**src/rtl/fsm_arb_pkg.sv**
```systemverilog
// Shared types and limits for the round-robin job arbiter.
package fsm_arb_pkg;

  localparam int ARB_NUM_REQ_MAX = 16;

  typedef enum logic [3:0] {
    IDLE  = 4'b0001,
    ISSUE = 4'b0010,
    WAIT  = 4'b0100,
    DONE  = 4'b1000
  } arb_state_t;

endpackage

```
**src/rtl/fsm_job_arbiter_if.sv**
```systemverilog
// Requester-side and engine-side signals of the job arbiter.
interface fsm_job_arbiter_if #(
  parameter int NUM_REQ = 4
);
  logic [NUM_REQ-1:0] req;
  logic [NUM_REQ-1:0] gnt;
  logic [NUM_REQ-1:0] ack;
  logic               resp_err;
  logic               eng_start;
  logic               eng_done;
  logic               busy;
  logic               timeout_err;
  logic               err_clr;

  modport master (
    output req, eng_done, err_clr,
    input  gnt, ack, resp_err, eng_start, busy, timeout_err
  );

  modport slave (
    input  req, eng_done, err_clr,
    output gnt, ack, resp_err, eng_start, busy, timeout_err
  );
endinterface

```
**src/rtl/fsm_job_arbiter_rr_picker.sv**
```systemverilog
// Combinational round-robin search starting just after last_ptr.
module rr_picker #(
  parameter int NUM_REQ = 4,
  parameter int IDX_W   = 2
) (
  input  logic [NUM_REQ-1:0] req,
  input  logic [IDX_W-1:0]   last_ptr,
  output logic [NUM_REQ-1:0] pick,
  output logic [IDX_W-1:0]   pick_idx
);
  logic [IDX_W-1:0] idx;
  logic             found;

  always_comb begin
    pick     = '0;
    pick_idx = '0;
    idx      = '0;
    found    = 1'b0;
    for (int unsigned i = 1; i <= NUM_REQ; i++) begin
      idx = IDX_W'((32'(last_ptr) + i) % NUM_REQ);
      if (!found && req[idx]) begin
        found     = 1'b1;
        pick_idx  = idx;
        pick[idx] = 1'b1;
      end
    end
  end
endmodule

```
**src/rtl/fsm_job_arbiter.sv**
```systemverilog
// Shares one start/done engine among NUM_REQ requesters with a watchdog abort.
module fsm_job_arbiter
  import fsm_arb_pkg::*;
#(
  parameter int NUM_REQ = 4,
  parameter int TIMEOUT = 16
) (
  input logic              clk,
  input logic              rst,
  fsm_job_arbiter_if.slave bus
);
  localparam int CNT_W = $clog2(TIMEOUT);
  localparam int IDX_W = $clog2(NUM_REQ);
  localparam logic [CNT_W-1:0] CNT_LAST = CNT_W'(TIMEOUT - 1);

  arb_state_t         state;
  logic [CNT_W-1:0]   cnt;
  logic [IDX_W-1:0]   last_ptr;
  logic [IDX_W-1:0]   gnt_idx;
  logic [IDX_W-1:0]   pick_idx;
  logic [NUM_REQ-1:0] pick;
  logic [NUM_REQ-1:0] gnt;
  logic [NUM_REQ-1:0] ack;
  logic               resp_err;
  logic               eng_start;
  logic               busy;
  logic               timeout_err;

  rr_picker #(
    .NUM_REQ (NUM_REQ),
    .IDX_W   (IDX_W)
  ) u_picker (
    .req      (bus.req),
    .last_ptr (last_ptr),
    .pick     (pick),
    .pick_idx (pick_idx)
  );

  always_ff @(posedge clk or posedge rst) begin
    if (rst) begin
      state       <= IDLE;
      cnt         <= '0;
      last_ptr    <= IDX_W'(NUM_REQ - 1);
      gnt_idx     <= '0;
      gnt         <= '0;
      ack         <= '0;
      resp_err    <= 1'b0;
      eng_start   <= 1'b0;
      busy        <= 1'b0;
      timeout_err <= 1'b0;
    end else begin
      // Clear first so a timeout set later in this cycle takes priority.
      if (bus.err_clr) timeout_err <= 1'b0;
      case (state)
        IDLE: begin
          if (|bus.req) begin
            state     <= ISSUE;
            gnt       <= pick;
            gnt_idx   <= pick_idx;
            eng_start <= 1'b1;
            busy      <= 1'b1;
          end
        end
        ISSUE: begin
          state     <= WAIT;
          eng_start <= 1'b0;
          cnt       <= '0;
        end
        WAIT: begin
          cnt <= cnt + 1'b1;
          if (bus.eng_done) begin
            state <= DONE;
            ack   <= gnt;
          end else if (cnt == CNT_LAST) begin
            state       <= DONE;
            ack         <= gnt;
            resp_err    <= 1'b1;
            timeout_err <= 1'b1;
          end
        end
        DONE: begin
          state    <= IDLE;
          ack      <= '0;
          resp_err <= 1'b0;
          gnt      <= '0;
          busy     <= 1'b0;
          last_ptr <= gnt_idx;
        end
        default: begin
          state     <= IDLE;
          gnt       <= '0;
          ack       <= '0;
          resp_err  <= 1'b0;
          eng_start <= 1'b0;
          busy      <= 1'b0;
        end
      endcase
    end
  end

  assign bus.gnt         = gnt;
  assign bus.ack         = ack;
  assign bus.resp_err    = resp_err;
  assign bus.eng_start   = eng_start;
  assign bus.busy        = busy;
  assign bus.timeout_err = timeout_err;
endmodule

```
**src/flat_wrapper.sv**
```systemverilog
// flat-port wrapper written by rule: the top's interface ports become plain ports
module fsm_job_arbiter_flat import fsm_arb_pkg::*;
#(
  parameter int NUM_REQ = 4,
  parameter int TIMEOUT = 16
)
  (clk, rst, bus_req, bus_eng_done, bus_err_clr, bus_gnt, bus_ack, bus_resp_err, bus_eng_start, bus_busy, bus_timeout_err);
  fsm_job_arbiter_if #(.NUM_REQ(NUM_REQ)) bus_i ();
  input logic clk;
  input logic rst;
  input wire logic [$bits(bus_i.req)-1:0] bus_req;
  input wire logic [$bits(bus_i.eng_done)-1:0] bus_eng_done;
  input wire logic [$bits(bus_i.err_clr)-1:0] bus_err_clr;
  output wire logic [$bits(bus_i.gnt)-1:0] bus_gnt;
  output wire logic [$bits(bus_i.ack)-1:0] bus_ack;
  output wire logic [$bits(bus_i.resp_err)-1:0] bus_resp_err;
  output wire logic [$bits(bus_i.eng_start)-1:0] bus_eng_start;
  output wire logic [$bits(bus_i.busy)-1:0] bus_busy;
  output wire logic [$bits(bus_i.timeout_err)-1:0] bus_timeout_err;
  assign bus_i.req = bus_req;
  assign bus_i.eng_done = bus_eng_done;
  assign bus_i.err_clr = bus_err_clr;
  assign bus_gnt = bus_i.gnt;
  assign bus_ack = bus_i.ack;
  assign bus_resp_err = bus_i.resp_err;
  assign bus_eng_start = bus_i.eng_start;
  assign bus_busy = bus_i.busy;
  assign bus_timeout_err = bus_i.timeout_err;
  fsm_job_arbiter #(.NUM_REQ(NUM_REQ), .TIMEOUT(TIMEOUT)) u_core (.clk(clk), .rst(rst), .bus(bus_i));
endmodule
```
**config.mk**
```make
export PLATFORM = sky130hd
export DESIGN_NAME = fsm_job_arbiter_flat
export DESIGN_NICKNAME = d
export VERILOG_FILES = /design/src/rtl/fsm_arb_pkg.sv /design/src/rtl/fsm_job_arbiter_if.sv /design/src/rtl/fsm_job_arbiter_rr_picker.sv /design/src/rtl/fsm_job_arbiter.sv /design/src/flat_wrapper.sv
export SDC_FILE = /design/constraint.sdc
export NUM_CORES = 1
export LEC_CHECK = 0
export ABC_AREA = 1
export CAP_MARGIN = 30
export CORE_MARGIN = 8
export CORE_UTILIZATION = 58
export CTS_CLUSTER_DIAMETER = 30
export CTS_CLUSTER_SIZE = 12
export DETAILED_ROUTE_END_ITERATION = 7
export PLACE_DENSITY_LB_ADDON = 0.3
export SYNTH_ARGS = -nofsm -noshare
export SYNTH_HDL_FRONTEND = slang
export SYNTH_SLANG_ARGS = --single-unit
export TNS_END_PERCENT = 30
```
**constraint.sdc**
```tcl
create_clock -name clk -period 4.9 [get_ports clk]
set_input_delay 0.98 -clock clk [delete_from_list [all_inputs] [get_ports clk]]
set_output_delay 0.98 -clock clk [all_outputs]
set_load 0.05 [all_outputs]
```
After elaboration in Yosys (flattened, before gate mapping)
Cells that the tools add are included.

Register bits: 24. Input bits: 8. Logic and storage cells: 106.

$add $sub $neg: 5. Order comparisons: 8. Equality and inequality tests: 9. Mux-type cells: 47. Bitwise gates (word level): 6. Reductions and logical operators: 21.

Operators with widths (number): 4-bit 2-to-1 mux (10); 4-bit case mux with 2 select lines (3); 1-bit 2-to-1 mux (18); 2-bit by 3-bit < comparator with 1-bit output (second input constant) (4); 4-bit bitwise OR (3); 4-bit case mux with 3 select lines (1); 2-bit AND reduction (5); 1-bit binary-select mux with 2-bit select (4); 1-bit demux with 2-bit select (4); 4-bit == test (second input constant) (2); 2-bit by 1-bit >= comparator with 1-bit output (second input constant) (4); 2-bit 2-to-1 mux (4); 1-bit logical AND (7); 1-bit case mux with 2 select lines (3); 2-bit OR reduction (3); 2-bit by 1-bit adder with 2-bit output (second input constant) (2); 2-bit adder (second input constant) (2); 4-bit by 1-bit adder with 4-bit output (second input constant) (1); 4-bit by 1-bit == test with 1-bit output (second input constant) (1); 4-bit by 2-bit == test with 1-bit output (second input constant) (1); 4-bit by 3-bit == test with 1-bit output (second input constant) (1); 2-bit by 1-bit != test with 1-bit output (second input constant) (2); 4-bit OR reduction (1); 1-bit zero test (3); other kinds (5) (7).

Longest topological paths before layout
Depth after elaboration: 15. Depth in mapped cells: 10. Gate-level depth less buffers: 10.

Modules after synthesis
A second synthesis with hierarchy kept.

Cells, all modules: 229. Area, all modules: 1764.2 sq um.

By module, submodules not included: fsm_job_arbiter (times used 1, cells an instance 144, area each 1228.7 sq um, sequential area each 604.3 sq um); rr_picker (times used 1, cells an instance 85, area each 535.5 sq um, sequential area each 0.0 sq um).

Worst setup path before layout
Ideal clock, no wire load.

Path type: input -> register. Start: in bus_req[2]. End: reg u_core.gnt[1], in the netlist u_core.bus.gnt[1]. Arrival time: 1681 ps. Required time: 4782 ps. Slack: 3101 ps. Cell stages on the path: 9. Buffers on the path: 0. Cells stage by stage: inv_1 > nand2_1 > nand3_2 > nand2_4 > nor2_4 > a21oi_1 > nand3_1 > nand2_1 > nand2_1.

Cells in the longest elaborated chain, start to end: 14. Elaborated cells between the ends (all ways): 29.

Ends and longest elaborated chain: from (decl) (RTL line flat_wrapper.sv:11) `input wire logic [$bits(bus_i.req)-1:0] bus_req;`; 1-bit binary-select mux with 2-bit select (RTL line fsm_job_arbiter_rr_picker.sv:21) `if (!found && req[idx]) begin`; 1-bit 2-to-1 mux (implied by the code) (RTL line fsm_job_arbiter_rr_picker.sv:21); 1-bit 2-to-1 mux (RTL line fsm_job_arbiter_rr_picker.sv:21); 1-bit zero test (RTL line fsm_job_arbiter_rr_picker.sv:21); 1-bit logical AND (RTL line fsm_job_arbiter_rr_picker.sv:21); 1-bit 2-to-1 mux (RTL line fsm_job_arbiter_rr_picker.sv:21); 1-bit zero test (RTL line fsm_job_arbiter_rr_picker.sv:21); 1-bit logical AND (RTL line fsm_job_arbiter_rr_picker.sv:21); 1-bit 2-to-1 mux (RTL line fsm_job_arbiter_rr_picker.sv:21); 1-bit zero test (RTL line fsm_job_arbiter_rr_picker.sv:21); 1-bit logical AND (RTL line fsm_job_arbiter_rr_picker.sv:21); 4-bit 2-to-1 mux (RTL line fsm_job_arbiter_rr_picker.sv:21); 4-bit 2-to-1 mux (RTL line fsm_job_arbiter.sv:56) `if (|bus.req) begin`; 4-bit case mux with 2 select lines (RTL line fsm_job_arbiter.sv:54) `case (state)`; to (signal assigned) (RTL line fsm_job_arbiter.sv:58) `gnt <= pick;`; to (decl) (RTL line fsm_job_arbiter.sv:22) `logic [NUM_REQ-1:0] gnt;`.

Several ways; a longest one is shown, not always the timed one. The select of a mux whose other input is x is not followed. A chain may end at the register's enable or synchronous reset.

Worst setup path after layout
Start: reg u_core.gnt[1], in the netlist u_core.bus.gnt[1]. End: out bus_gnt[1].

RTL lines: to (decl) (RTL line flat_wrapper.sv:14) `output wire logic [$bits(bus_i.gnt)-1:0] bus_gnt;`.

No word-level cell between the ends.

==> impl_results.md <==
- Syn nets: about 200
- Most common cell after layout, fill and taps aside: sky130_fd_sc_hd__nand2_1
- Required time of the critical path: around 3900 ps
- Distinct cell type count after synthesis: 28
- Max Clock Freq: around 0.40 GHz
- Area fraction in compound gates after synthesis: 0.101
- R2r worst-path depth: 10
- Total inserted antenna cells: 0
- Result of the run: completed
- Maximum number of pins on one net before global-route repair: 25
- Final cycle utilization of the critical path: 0.515
- Critical-path top delay cell: sky130_fd_sc_hd__clkdlybuf4s50_1
- # hold bufs at CTS: 0
- Crit path buf inv count: 1
- Average size of a mapped cell: around 8 sq um
- Site Rows: 18
- Number of top-level design ports: 20
- Setup violators final: 0
- Maximum Capacitance Violations: 0
- Die extent in y: between 60 and 70 um
- Layout fillers: slightly below 200
- Detail-routed via count per cell: ~5.5
- Clock edge transition at the registers on the reported setup and hold paths: roughly 130 ps
- Instance count after placement with tap cells included: between 200 and 250
- Setup repair after global routing missed its margin: no
- Worst relative slew slack: 0.415
- Max-slew violation total from the final report: 0
- Synth warnings: 0
- Mapped Cells: 184
- Category of the worst setup path capture point: output port
- Number of buffers inserted by post-CTS setup repair: 0
- Pwr Density: 629 mW/mm^2
- DR iter-0 viols: just over 70
- Clock latency on the worst-skew pair: between 300 and 400 ps
- Via count: about 1300
- Category of the most critical setup path: reg -> out
- Critical path launch point type: flip-flop
- Wire length per cell: roughly 14 um
- Register area share after synthesis: 0.407
- Wirelength, routed: 3.44 mm
- Fin Setup TNS: 0 ps
- Main combinational cell family by area after synthesis: simple AND/OR/NAND/NOR gates
- Antenna violations before repair: 0
- Worst hold path cell count: 2
- CTS root buf: sky130_fd_sc_hd__clkbuf_4
- Post-CTS Resized: 0
- CP arrival: ~1500 ps
- Crit-path max cell delay: just over 800 ps
- Initial Utilization: 0.605
- Post-Synth XOR/XNOR Area: 0.00590
- Half-perimeter wire length after placement: 2.70 mm
- Share of post-route cells with drive strength above 1: 0.155
- Most used cells in the layout excluding fill and tap cells: 45 x sky130_fd_sc_hd__nand2_1, 21 x sky130_fd_sc_hd__nand3_1, 21 x sky130_fd_sc_hd__dfrtp_1
- Number of storage elements in the synthesis netlist: 24
- GR Overflow Total: 0
- Hold Violations, Final: 0
- Final std cells w/o fill: 237
- Gate family responsible for the most delay along the worst path: buffers and inverters
- Power Total: 1.10 mW
- DRT Pass-1 Iters: 4
- Total die area: roughly 0.0044 sq mm
- Share of synthesized cell area in and, or, nand and nor gates: 0.350
- Aggregate global-route resource usage: 0.169
- Num Clock Sinks: 24
- Period minus WS final: about 2500 ps
- Buffers on Ports: 19
- Number of remaining DRC errors: 0
- TritonCTS buffer count: 3
- Number of routed nets with antenna violations: 0
- Area share of fa/ha/maj cells after synthesis: 0.0758
- Leak pwr: about 0.9 nW
- Peak ir drop on the vdd network: 489 uV
- GPL Wtd Cong: 0.966
- WP depth: 1
- Area growth from synthesis to layout: 17.8%
- Multiplexer fraction of the synthesized cell area: 0
- Clk_skew: around 4.5 ps
- Area inside the core boundary: roughly 0.0025 sq mm
- Total number of nets in the final design: approximately 230
- Dpl cell area: approximately 0.0017 sq mm
- Depth of the CTS H-tree: 1
- Vias in the first global route: 1382
- Maximum root-to-sink buffer count: 2
- Post-synthesis instance area: approximately 0.0015 sq mm
- Fin Hold WS: roughly 510 ps
- Clock tree from TritonCTS: done
- Class of the tightest hold or removal check: reg -> reg
- First-pass GRT wire length: roughly 6 mm
- Ordered cell list for the critical path: clkdlybuf4s50_1
- Worst-Margin Slew: 876 ps
- Critical-path maximum fanout: 3
- Width of the die: roughly 67 um
- Area of all placed cells without fillers: 0.00175 sq mm
[logic make-up (layout without fill, tap and decap cells)]
group	after synthesis	after routing
buffers and inverters	24	47
AOI/OAI and AO/OA	26	26
and+or+nand+nor	100	100
DFF	24	24
adders and majority gates	9	9
xor gates and xnor gates	1	1
[power breakdown]
part           switching, mW  internal, mW  total (mW)
Clock                 0.0599        0.0455       0.105
Sequential            0.0602         0.267       0.327
Combinational          0.456         0.212       0.668
Total                  0.576         0.524        1.10
[state kept, by name (all words and copies together), names as in the netlist]
register / count
u_core.cnt: 4
u_core.bus.busy: 1
u_core.bus.ack: 4
u_core.last_ptr: 2
u_core.bus.eng_start: 1
u_core.gnt_idx: 2
u_core.state: 4
u_core.bus.timeout_err: 1
u_core.bus.gnt: 4
u_core.bus.resp_err: 1
[cells in the mapped netlist]
cell	instances	area, sq um
sky130_fd_sc_hd__nand4_1	6	37.5
sky130_fd_sc_hd__xor2_1	1	8.76
sky130_fd_sc_hd__inv_1	16	60.1
sky130_fd_sc_hd__a31oi_1	1	6.26
sky130_fd_sc_hd__inv_2	7	26.3
sky130_fd_sc_hd__nand2_1	45	169
sky130_fd_sc_hd__o21ai_1	2	10.0
sky130_fd_sc_hd__a21oi_2	1	8.76
sky130_fd_sc_hd__nand3_1	21	105
sky130_fd_sc_hd__nor3_2	1	10.0
sky130_fd_sc_hd__a22o_1	1	8.76
sky130_fd_sc_hd__nand2_4	3	33.8
sky130_fd_sc_hd__o22ai_1	1	6.26
sky130_fd_sc_hd__nor2_8	1	20.0
sky130_fd_sc_hd__a21oi_1	8	40.0
sky130_fd_sc_hd__dfstp_2	3	78.8
sky130_fd_sc_hd__a21boi_0	4	30.0
sky130_fd_sc_hd__nand3_2	3	30.0
sky130_fd_sc_hd__nor2_1	10	37.5
sky130_fd_sc_hd__nand2_2	6	37.5
sky130_fd_sc_hd__nor2_4	1	11.3
sky130_fd_sc_hd__dfrtp_1	21	526
sky130_fd_sc_hd__nor3_1	1	5.00
sky130_fd_sc_hd__ha_1	9	113
sky130_fd_sc_hd__clkinv_1	1	3.75
sky130_fd_sc_hd__nor2_2	1	6.26
sky130_fd_sc_hd__nor3_4	1	16.3
sky130_fd_sc_hd__o21ai_0	8	40.0
[path summary, 6_finish.rpt]
kind,from,endpoint,slack (ps)
min in group asynchronous,rst,u_core.bus.ack[0],1140
setup / recovery,u_core.bus.gnt[1],bus_gnt[1],2380
hold reg to reg,u_core.gnt_idx[1],u_core.gnt_idx[1],510
setup reg to reg,u_core.last_ptr[0],u_core.bus.gnt[2],2820
max in group asynchronous,rst,u_core.bus.gnt[1],3230
hold / removal,u_core.gnt_idx[1],u_core.gnt_idx[1],510
[stage by stage]
step                 util  worst slack, ps
finish              0.713             2380
global route        0.713             2320
CTS                 0.713             2360
detailed placement  0.698             2430
global placement    0.698             2490
floorplan               -             3100
[layout make-up]
class	count	area [sq um]	share of cell area
tap	30	37.5	0.0215
clock buffer	4	36.3	0.0207
sequential	24	604	0.345
multi-input combinational	136	791	0.452
timing repair buffer	19	190	0.109
inverter	24	90.1	0.0515
[per-layer routing]
metal | wire, um | GRT usage | up-vias
met5 | 0 | 0 | -
met4 | 108 | 0.104 | 0
met3 | 147 | 0.0201 | 12
met2 | 1800 | 0.308 | 39
met1 | 1380 | 0.178 | 601
li1 | - | - | 652
Power figures use the tool's default switching activity.
==> RTL change, RTL diff (same flow settings) <==
The 4 states of `arb_state_t` get a binary encoding in 2 bits.
--- a/src/rtl/fsm_arb_pkg.sv
+++ b/src/rtl/fsm_arb_pkg.sv
@@ -4,9 +4,9 @@
   localparam int ARB_NUM_REQ_MAX = 16;
 
-  typedef enum logic [3:0] {
-    IDLE  = 4'b0001,
-    ISSUE = 4'b0010,
-    WAIT  = 4'b0100,
-    DONE  = 4'b1000
+  typedef enum logic [1:0] {
+    IDLE  = 2'd0,
+    ISSUE = 2'd1,
+    WAIT  = 2'd2,
+    DONE  = 2'd3
   } arb_state_t;
 
Check against the original RTL: no difference found for any inputs over 4 cycles, from zero or initial values and one cycle with rst high; so few cycles prove little.
==> RTL change against the unedited design <==
Via count is 1.2% higher; sequential cell count is 2 lower; final cell count is 3.0% higher; synthesized area is 4.4% higher; first-iteration DRC count is 14% higher; cell area is 2.9% higher; maximum frequency is 0.25% higher; count of clock-buffer cells in the layout stayed put; utilization is 0.72 points higher; power is 10% higher; worst setup slack better by 0.0063 ns; wire length is 6.2% lower; register-to-register slack worse by 0.08 ns.
==> RTL change: results (changes against the unedited design) <==
vias in the first global route=1,315 (was 1,382); Reg2Reg Setup Slack=2.74 ns (was 2.82 ns); share of cells above drive strength 1=12.6% (was 15.5%); Slowest-stage cell, CP=clkdlybuf4s50_1 (unchanged); routed vias/inst=5.41 (was 5.50); R2R Path Start=u_core.last_ptr[0]$_DFFE_PP1P_ (unchanged); 1st-iter DRT viols=81 (was 71); met1 usage=18.7% (was 17.8%); pin count of the biggest net entering global routing=23 (was 25); Fin Hold WS=0.498 ns (was 0.513 ns); Tot GR Track Use=15.3% (was 16.9%); Synth cell types=25 (was 28); Area contributors post-synth=dfrtp_1 (32%), ha_1 (11%), nand2_1 (11%) (was dfrtp_1 (35%), nand2_1 (11%), ha_1 (7.6%)); Worst Tran Pin Value=0.818 ns (was 0.876 ns); routing usage on met3=3.48% (was 2.01%); status=complete, no violations (unchanged); wire per inst=13.2 um (was 14.5 um); Post-synth top cells=nand2_1 (45), inv_1 (25), nand3_1 (22) (was nand2_1 (45), dfrtp_1 (21), nand3_1 (21)); met2 Use GR=26.4% (was 30.8%); slowest stage delay, CP=0.82 ns; dpl ws=2.39 ns (was 2.43 ns); final RePlAce weighted congestion=0.923 (was 0.966); R2R Path End=u_core.bus.gnt[0]$_DFFE_PP0P_ (was u_core.bus.gnt[2]$_DFFE_PP0P_); top_reg_cell synth=dfrtp_1 (unchanged); TritonCTS buffer count=3 (unchanged); leakage power=0.894 nW (was 0.896 nW); hold path start=u_core.gnt_idx[0]$_DFFE_PP0P_ (was u_core.gnt_idx[1]$_DFFE_PP0P_); placed wire-length estimate=2540 um (was 2700 um); Worst Hold End=u_core.last_ptr[0]$_DFFE_PP1P_ (was u_core.gnt_idx[1]$_DFFE_PP0P_); Clock H-tree levels=1 (unchanged); Peak VDD IR=0.000461 V (was 0.000489 V); final net count=237 (was 225); Setup Skew=0.00562 ns (was 0.00452 ns); Post-Route WL=3220 um (was 3440 um); post-synthesis sequential area ratio=35.7% (was 40.7%); fill cell total of the finished layout=199 (was 195); Cells after Synth=193 (was 184); Placed Area=1760 sq um (was 1710 sq um); Post-Syn Nets=215 (was 201); CP arrival=1.54 ns (about the same); Skew-Pair Late Insertion Delay=0.30 ns (was 0.32 ns); first-pass GRT wire length=5580 um (was 6040 um); Detailed Routing Iterations Pass 1=4 (unchanged)
## RTL change: changes by cell type after synthesis, moves of 3 or more
cell / unedited run / this run
nand2_4: 3 / 6
nand4_1: 6 / 3
ha_1: 9 / 14
inv_2: 7 / 0
nor2_1: 10 / 6
inv_1: 16 / 25
a21oi_1: 8 / 11
o21ai_0: 8 / 12
nand3_2: 3 / 0
## RTL change: logic make-up after synthesis
kind of cell	synth area share, %
flops	35.7
fa+ha+maj	11.3
compound gates	11.6
simple gates	33.7
buf+inv	7.75
## RTL change: where the power goes
group          internal [mW]  leakage (nW)  switching, mW
logic                  0.266         0.591          0.530
clock network         0.0454        0.0210         0.0530
registers              0.252         0.282         0.0654
## RTL change: cell type report
cell class	count	area, sq um	area share, %
timing repair buffer	19	190	10.6
inverter	26	105	5.84
clock buffer	4	36.3	2.02
sequential	22	553	30.7
tap	30	37.5	2.09
multi-input combinational	143	877	48.7
## RTL change: worst max-delay path by stage
stage | from | end | slack (ns) | cells past startpoint
final | u_core.bus.gnt[1]$_DFFE_PP0P_ | bus_gnt[1] | 2.38 | 1
after CTS | u_core.bus.gnt[1]$_DFFE_PP0P_ | bus_gnt[1] | 2.36 | 1
after floorplan | u_core.last_ptr[0]$_DFFE_PP1P_ | u_core.bus.gnt[1]$_DFFE_PP0P_ | 3.01 | 11
after global placement | bus_req[2] | u_core.bus.gnt[0]$_DFFE_PP0P_ | 2.45 | 10
after global routing | u_core.bus.gnt[1]$_DFFE_PP0P_ | bus_gnt[1] | 2.32 | 1
after detailed placement | bus_req[2] | u_core.bus.gnt[0]$_DFFE_PP0P_ | 2.39 | 10
## RTL change: per-layer routing
| layer | routed length, um | vias up |
|---|---|---|
| li1 | - | 666 |
| met1 | 1450 | 626 |
| met2 | 1610 | 25 |
| met3 | 151 | 2 |
| met4 | 12 | 0 |
| met5 | 0 | - |
